File: config.mk
export PLATFORM = sky130hd
export DESIGN_NAME = psx_pad_emulator
export DESIGN_NICKNAME = d
export VERILOG_FILES = /design/src/rtl/psx_pkg.sv /design/src/rtl/psx_pad_reply_select.sv /design/src/rtl/psx_pad_emulator.sv
export SDC_FILE = /design/constraint.sdc
export NUM_CORES = 1
export LEC_CHECK = 0
export ABC_AREA = 1
export CORE_UTILIZATION = 52
export DETAILED_ROUTE_END_ITERATION = 10
export PLACE_DENSITY = 0.82
export SETUP_SLACK_MARGIN = 0.4
export SLEW_MARGIN = 20
export SYNTH_ARGS = -nofsm -noshare
export SYNTH_HDL_FRONTEND = slang
export SYNTH_SLANG_ARGS = --single-unit
File: constraint.sdc
create_clock -name clk -period 2.1 [get_ports clk]
set_clock_uncertainty 0.2 [all_clocks]
set_input_delay 0.21 -clock clk [delete_from_list [all_inputs] [get_ports clk]]
set_output_delay 0.21 -clock clk [all_outputs]
set_load 0.01 [all_outputs]
File: src/rtl/psx_pkg.sv
// Shared types and constants for the PSX controller pad emulator.
package psx_pkg;

    typedef enum logic [2:0] {
        WAIT_ADDR,
        WAIT_POLL,
        DATA,
        IGNORE,
        DONE
    } psx_state_t;

    localparam logic [7:0] PSX_ID_DIGITAL       = 8'h41;
    localparam logic [7:0] PSX_ID_ANALOG        = 8'h73;
    localparam logic [7:0] PSX_REPLY_MAGIC      = 8'h5A;
    localparam logic [7:0] PSX_REPLY_IDLE       = 8'hFF;
    localparam logic [3:0] PSX_LAST_IDX_DIGITAL = 4'd4;
    localparam logic [3:0] PSX_LAST_IDX_ANALOG  = 4'd8;

endpackage

File: src/rtl/psx_pad_reply_select.sv
// Maps a poll byte index onto the matching byte of the latched pad snapshot.
module psx_pad_reply_select
    import psx_pkg::*;
(
    input  logic [3:0]  byte_idx,
    input  logic [15:0] buttons,
    input  logic [31:0] sticks,
    output logic [7:0]  reply
);

    always_comb begin
        reply = PSX_REPLY_IDLE;
        case (byte_idx)
            4'd3:    reply = buttons[7:0];
            4'd4:    reply = buttons[15:8];
            4'd5:    reply = sticks[7:0];
            4'd6:    reply = sticks[15:8];
            4'd7:    reply = sticks[23:16];
            4'd8:    reply = sticks[31:24];
            default: reply = PSX_REPLY_IDLE;
        endcase
    end

endmodule

File: src/rtl/psx_pad_emulator.sv
// PSX pad emulator: answers controller polls from the device port with
// registered reply bytes and acks, and captures the host's motor bytes.
module psx_pad_emulator
    import psx_pkg::*;
#(
    parameter logic [7:0] PAD_ADDR = 8'h01,
    parameter logic [7:0] CMD_POLL = 8'h42
) (
    input  logic        clk,
    input  logic        reset,
    input  logic        PPB_packet_reset,
    input  logic [7:0]  PPB_command,
    input  logic        PPB_command_strobe,
    output logic        PPB_ack_strobe,
    output logic [7:0]  PPB_reply,
    output logic        PPB_reply_en,
    input  logic [15:0] buttons,
    input  logic        analog_mode,
    input  logic [31:0] sticks,
    output logic [7:0]  motor_small,
    output logic [7:0]  motor_large,
    output logic        poll_done
);

    psx_state_t  state_q, state_d;
    logic [3:0]  byte_idx_q, byte_idx_d;
    logic [3:0]  last_idx_q, last_idx_d;
    logic [7:0]  reply_q, reply_d;
    logic        reply_en_q, reply_en_d;
    logic        ack_q, ack_d;
    logic        done_q, done_d;
    logic [15:0] btn_snap_q, btn_snap_d;
    logic [31:0] stick_snap_q, stick_snap_d;
    logic [7:0]  small_sh_q, small_sh_d;
    logic [7:0]  large_sh_q, large_sh_d;
    logic [7:0]  motor_small_q, motor_small_d;
    logic [7:0]  motor_large_q, motor_large_d;
    logic [3:0]  sel_idx;
    logic [7:0]  sel_reply;
    logic        strobe;

    // A packet reset in the same cycle as a strobe swallows the strobe.
    assign strobe  = PPB_command_strobe && !PPB_packet_reset;
    assign sel_idx = byte_idx_q + 4'd1;

    psx_pad_reply_select u_reply_select (
        .byte_idx (sel_idx),
        .buttons  (btn_snap_q),
        .sticks   (stick_snap_q),
        .reply    (sel_reply)
    );

    always_ff @(posedge clk) begin
        if (reset) begin
            state_q       <= WAIT_ADDR;
            byte_idx_q    <= 4'd0;
            reply_q       <= PSX_REPLY_IDLE;
            reply_en_q    <= 1'b0;
            ack_q         <= 1'b0;
            done_q        <= 1'b0;
            last_idx_q    <= PSX_LAST_IDX_DIGITAL;
            btn_snap_q    <= 16'h0000;
            stick_snap_q  <= 32'h0000_0000;
            small_sh_q    <= 8'h00;
            large_sh_q    <= 8'h00;
            motor_small_q <= 8'h00;
            motor_large_q <= 8'h00;
        end else begin
            last_idx_q    <= last_idx_d;
            btn_snap_q    <= btn_snap_d;
            stick_snap_q  <= stick_snap_d;
            small_sh_q    <= small_sh_d;
            large_sh_q    <= large_sh_d;
            motor_small_q <= motor_small_d;
            motor_large_q <= motor_large_d;
            if (PPB_packet_reset) begin
                state_q    <= WAIT_ADDR;
                byte_idx_q <= 4'd0;
                reply_q    <= PSX_REPLY_IDLE;
                reply_en_q <= 1'b0;
                ack_q      <= 1'b0;
                done_q     <= 1'b0;
            end else begin
                state_q    <= state_d;
                byte_idx_q <= byte_idx_d;
                reply_q    <= reply_d;
                reply_en_q <= reply_en_d;
                ack_q      <= ack_d;
                done_q     <= done_d;
            end
        end
    end

    always_comb begin
        state_d = state_q;
        if (strobe) begin
            case (state_q)
                WAIT_ADDR: state_d = (PPB_command == PAD_ADDR) ? WAIT_POLL : IGNORE;
                WAIT_POLL: state_d = (PPB_command == CMD_POLL) ? DATA : IGNORE;
                DATA:      if (byte_idx_q == last_idx_q) state_d = DONE;
                default:   state_d = state_q;
            endcase
        end
    end

    always_comb begin
        byte_idx_d    = byte_idx_q;
        reply_d       = reply_q;
        reply_en_d    = reply_en_q;
        ack_d         = 1'b0;
        done_d        = 1'b0;
        last_idx_d    = last_idx_q;
        btn_snap_d    = btn_snap_q;
        stick_snap_d  = stick_snap_q;
        small_sh_d    = small_sh_q;
        large_sh_d    = large_sh_q;
        motor_small_d = motor_small_q;
        motor_large_d = motor_large_q;
        if (strobe) begin
            case (state_q)
                WAIT_ADDR: begin
                    if (PPB_command == PAD_ADDR) begin
                        btn_snap_d   = buttons;
                        stick_snap_d = sticks;
                        last_idx_d   = analog_mode ? PSX_LAST_IDX_ANALOG : PSX_LAST_IDX_DIGITAL;
                        reply_d      = analog_mode ? PSX_ID_ANALOG : PSX_ID_DIGITAL;
                        reply_en_d   = 1'b1;
                        ack_d        = 1'b1;
                        byte_idx_d   = 4'd1;
                    end else begin
                        reply_d    = PSX_REPLY_IDLE;
                        reply_en_d = 1'b0;
                    end
                end
                WAIT_POLL: begin
                    if (PPB_command == CMD_POLL) begin
                        reply_d    = PSX_REPLY_MAGIC;
                        ack_d      = 1'b1;
                        byte_idx_d = 4'd2;
                    end else begin
                        reply_d    = PSX_REPLY_IDLE;
                        reply_en_d = 1'b0;
                    end
                end
                DATA: begin
                    byte_idx_d = sel_idx;
                    if (byte_idx_q == 4'd3) small_sh_d = PPB_command;
                    if (byte_idx_q == 4'd4) large_sh_d = PPB_command;
                    // The final byte may itself carry a motor value, so take the new shadows.
                    if (byte_idx_q == last_idx_q) begin
                        reply_d       = PSX_REPLY_IDLE;
                        reply_en_d    = 1'b0;
                        done_d        = 1'b1;
                        motor_small_d = small_sh_d;
                        motor_large_d = large_sh_d;
                    end else begin
                        reply_d = sel_reply;
                        ack_d   = 1'b1;
                    end
                end
                default: ;
            endcase
        end
    end

    assign PPB_reply      = reply_q;
    assign PPB_reply_en   = reply_en_q;
    assign PPB_ack_strobe = ack_q;
    assign poll_done      = done_q;
    assign motor_small    = motor_small_q;
    assign motor_large    = motor_large_q;

endmodule

==> results_dict.tcl <==
set metrics [dict create \
    status "completed" \
    final.min_clock_period_ns 2.01 \
    area_growth_pct 49.2 \
    ys_types 29 \
    holdWs_ns 0.117 \
    pwr-share-comb 0.095 \
    cts_buffers 9 \
    p_leak_uw 0.00300 \
    clock_power_share 0.373 \
    period_share 0.958 \
    setup_ws_ns 0.0885 \
    syn_area_sq_um 4630 \
    synth-edff-count 0 \
    grt_pass1_wl_microns 20800 \
    vias 4944 \
    critical-path-top-delay-family "simple AND/OR/NAND/NOR gates" \
    powerDensity_nw_per_um2 522 \
    slew_violations 0 \
    drv_cap 0 \
    critPathSlowestCell "dfxtp_4" \
    worstMarginPinSlew_ns 0.446 \
    place_ws_ns -0.0893 \
    fill_cells 535 \
    cts_tree "built" \
    die_h_microns 96.3 \
    critPathBufInv 2 \
    fmax_mhz 497 \
    grt_pass1_vias 4504 \
    p_int_uw 2690 \
    nets 840 \
    yosysSeqAreaShare 0.433 \
    dieArea_sq_um 9280 \
    grt_antenna_before_repair 0 \
    synth_flop_cell "dfxtp_1" \
    grt-ovfl-total 0 \
    clkTransAtPathRegs_ns 0.11 \
    ir_drop_uv 307 \
    dr.max_layer_used "met4" \
    rsz0062_at_grt "yes" \
    port_buffers 87 \
    core_sq_um 8680 \
    cp-start-kind "register" \
    root_buffer "clkbuf_8" \
    worstPathArrival_ns 2.09 \
    max-slew-margin-rel 0.702 \
    setup_viol 0 \
    crit_top_cell "nand2_1" \
    finish.utilization 0.795 \
    globalplace.congestion 0.895 \
    setup.worst_path.end_class "register" \
    yosys_warnings 0 \
    syn_inst 644 \
    switching_share 0.252 \
    hold_buffers 0 \
    routed_wl_microns 14900 \
    clock_path_buffers 2 \
    drc 0 \
    worstPathCellList "buf_4 > nand3_1 > nand2_1 > nand2_4 > nor2_8 > buf_4 > nand3_1 > nand2_1 > nor2_1 > nand2_1 > nand2_1 > nand2_1 > nand2_1 > nand2_1" \
    met3_length_microns 860 \
    met2_length_microns 7530 \
    cp.required_ns 2.18 \
    first_pass_iters 5 \
    critical_path_class "register to register" \
    drtIter0Drc 335 \
    insertion_delay_ns 0.38 \
    ant_nets 0 \
    dp_hpwl_microns 8670 \
    start_util 0.533 \
    finalHoldViolCount 0 \
    row_count 34 \
    wl_met1_microns 6190 \
    chipWidth_microns 96.3 \
    grt_usage 0.290 \
    layout-drive-gt1-share 0.233 \
    grt_max_degree 61 \
    netSwitchingPower_uw 908 \
    synth.avg_cell_area_sq_um 7.18 \
    htreeDepth 3 \
    cpPeakStageDelay_ns 0.38 \
    wl_per_cell_microns 16.8 \
    diodes 0 \
    clock_sinks 100 \
    cp_max_fo 8 \
    hp-class "input pin to register" \
    synth_nets 711 \
    pwr-share-seq 0.532 \
    via_per_inst 5.58 \
    finalPower_uw 3600 \
    io_pins 88 \
    ys_ff_latch 100 \
    synth_async_sr_flop_share 0 \
]
## through the flow
step | setup TNS [ns] | instance area [sq um] | instances
after floorplan | 0 | 4660 | 644
after global placement | -0.448 | 5830 | 840
after detailed placement | -2.00 | 5830 | 840
after CTS | 0 | 6440 | 874
after global routing | -0.00415 | 6900 | 886
final | 0 | 6900 | 886
## final timing paths
kind,to,cells past startpoint,slack (ns),from
worst max-delay path,PPB_reply[1]$_SDFFE_PP1P_,14,0.09,byte_idx_q[0]$_SDFFE_PP0P_
worst min-delay path,large_sh_q[2]$_SDFFE_PP0P_,5,0.12,PPB_command[2]
worst max register to register,PPB_reply[1]$_SDFFE_PP1P_,14,0.09,byte_idx_q[0]$_SDFFE_PP0P_
worst min register to register,stick_snap_q[3]$_SDFFE_PP0P_,2,0.26,stick_snap_q[3]$_SDFFE_PP0P_
## metal layers
metal,GRT usage,vias to the layer above
li1,-,2362
met1,0.380,2332
met2,0.499,222
met3,0.0363,28
met4,0.0846,0
met5,0,-
## placed cells by master (no fill, tap or decap), types with 10 or more instances in the layout
cell	instances
a211oi_2	16
a21oi_1	48
buf_12	12
buf_4	37
clkbuf_8	10
clkdlybuf4s50_1	60
dfxtp_1	95
dlymetal6s2s_1	25
inv_1	56
nand2_1	77
nand2_2	15
nand3_1	26
nand3_2	12
nor2_1	104
o21ai_0	61
o21ai_1	24
## area by class of cell
cell class,count,area [sq um],share of cell area
Sequential cell,100,2020,0.292
Inverter,69,277,0.0401
Clock inverter,6,78.8,0.0114
Timing Repair Buffer,151,1730,0.251
Multi-Input combinational cell,442,2520,0.366
Clock buffer,10,138,0.0199
Tap cell,108,135,0.0196
## repair_timing
action / CTS / global route
setup endpoints to repair: 101 / 108
hold endpoints to repair: 0 / 0
pin swaps: 13 / 30
buffers inserted: 16 / 5
resized for setup: 51 / 87
gates cloned: 2 / 7
## logic make-up (layout without fill, tap and decap cells)
| logic type | Yosys count | after routing | share of synthesized area |
|---|---|---|---|
| flip-flops | 100 | 100 | 0.433 |
| adder cells (fa/ha/maj) | 6 | 6 | 0.0162 |
| AND/OR/NAND/NOR | 274 | 274 | 0.260 |
| AO/OA/AOI/OAI | 162 | 162 | 0.200 |
| buffers and inverters | 102 | 236 | 0.0901 |
## worst min-delay path: cells and delay by family
kind                   cells  cell delay, ns
buffers and inverters      3            0.33
AO/OA/AOI/OAI              2            0.13
## power groups by stage
stage / sequential, uW / combinational (uW) / clock [uW]
after floorplan: 1960 / 113 / 0
after detailed placement: 1960 / 290 / 0
after CTS: 1920 / 310 / 1340
final: 1920 / 341 / 1340
after global placement: 1960 / 288 / 0
after global routing: 1920 / 364 / 1420
## synthesized netlist by cell type, drive strengths merged (3+ instances only)
master | count | area share
o22ai | 3 | 0.0041
nor3 | 7 | 0.011
dfxtp | 100 | 0.43
a211oi | 18 | 0.043
nand2 | 98 | 0.085
nor2 | 120 | 0.11
a21oi | 51 | 0.055
ha | 6 | 0.016
nand3 | 40 | 0.044
nand4 | 9 | 0.012
buf | 16 | 0.020
o21ai | 89 | 0.096
clkbuf | 17 | 0.014
inv | 68 | 0.055
## flip-flops by register name (all words and copies together), names as in the netlist
signal	cells
stick_snap_q	32
btn_snap_q	16
PPB_reply	8
large_sh_q	8
motor_large	8
motor_small	8
small_sh_q	8
byte_idx_q	4
state_q	3
last_idx_q	2
PPB_ack_strobe	1
PPB_reply_en	1
poll_done	1
(Power assumes the default switching activity.)
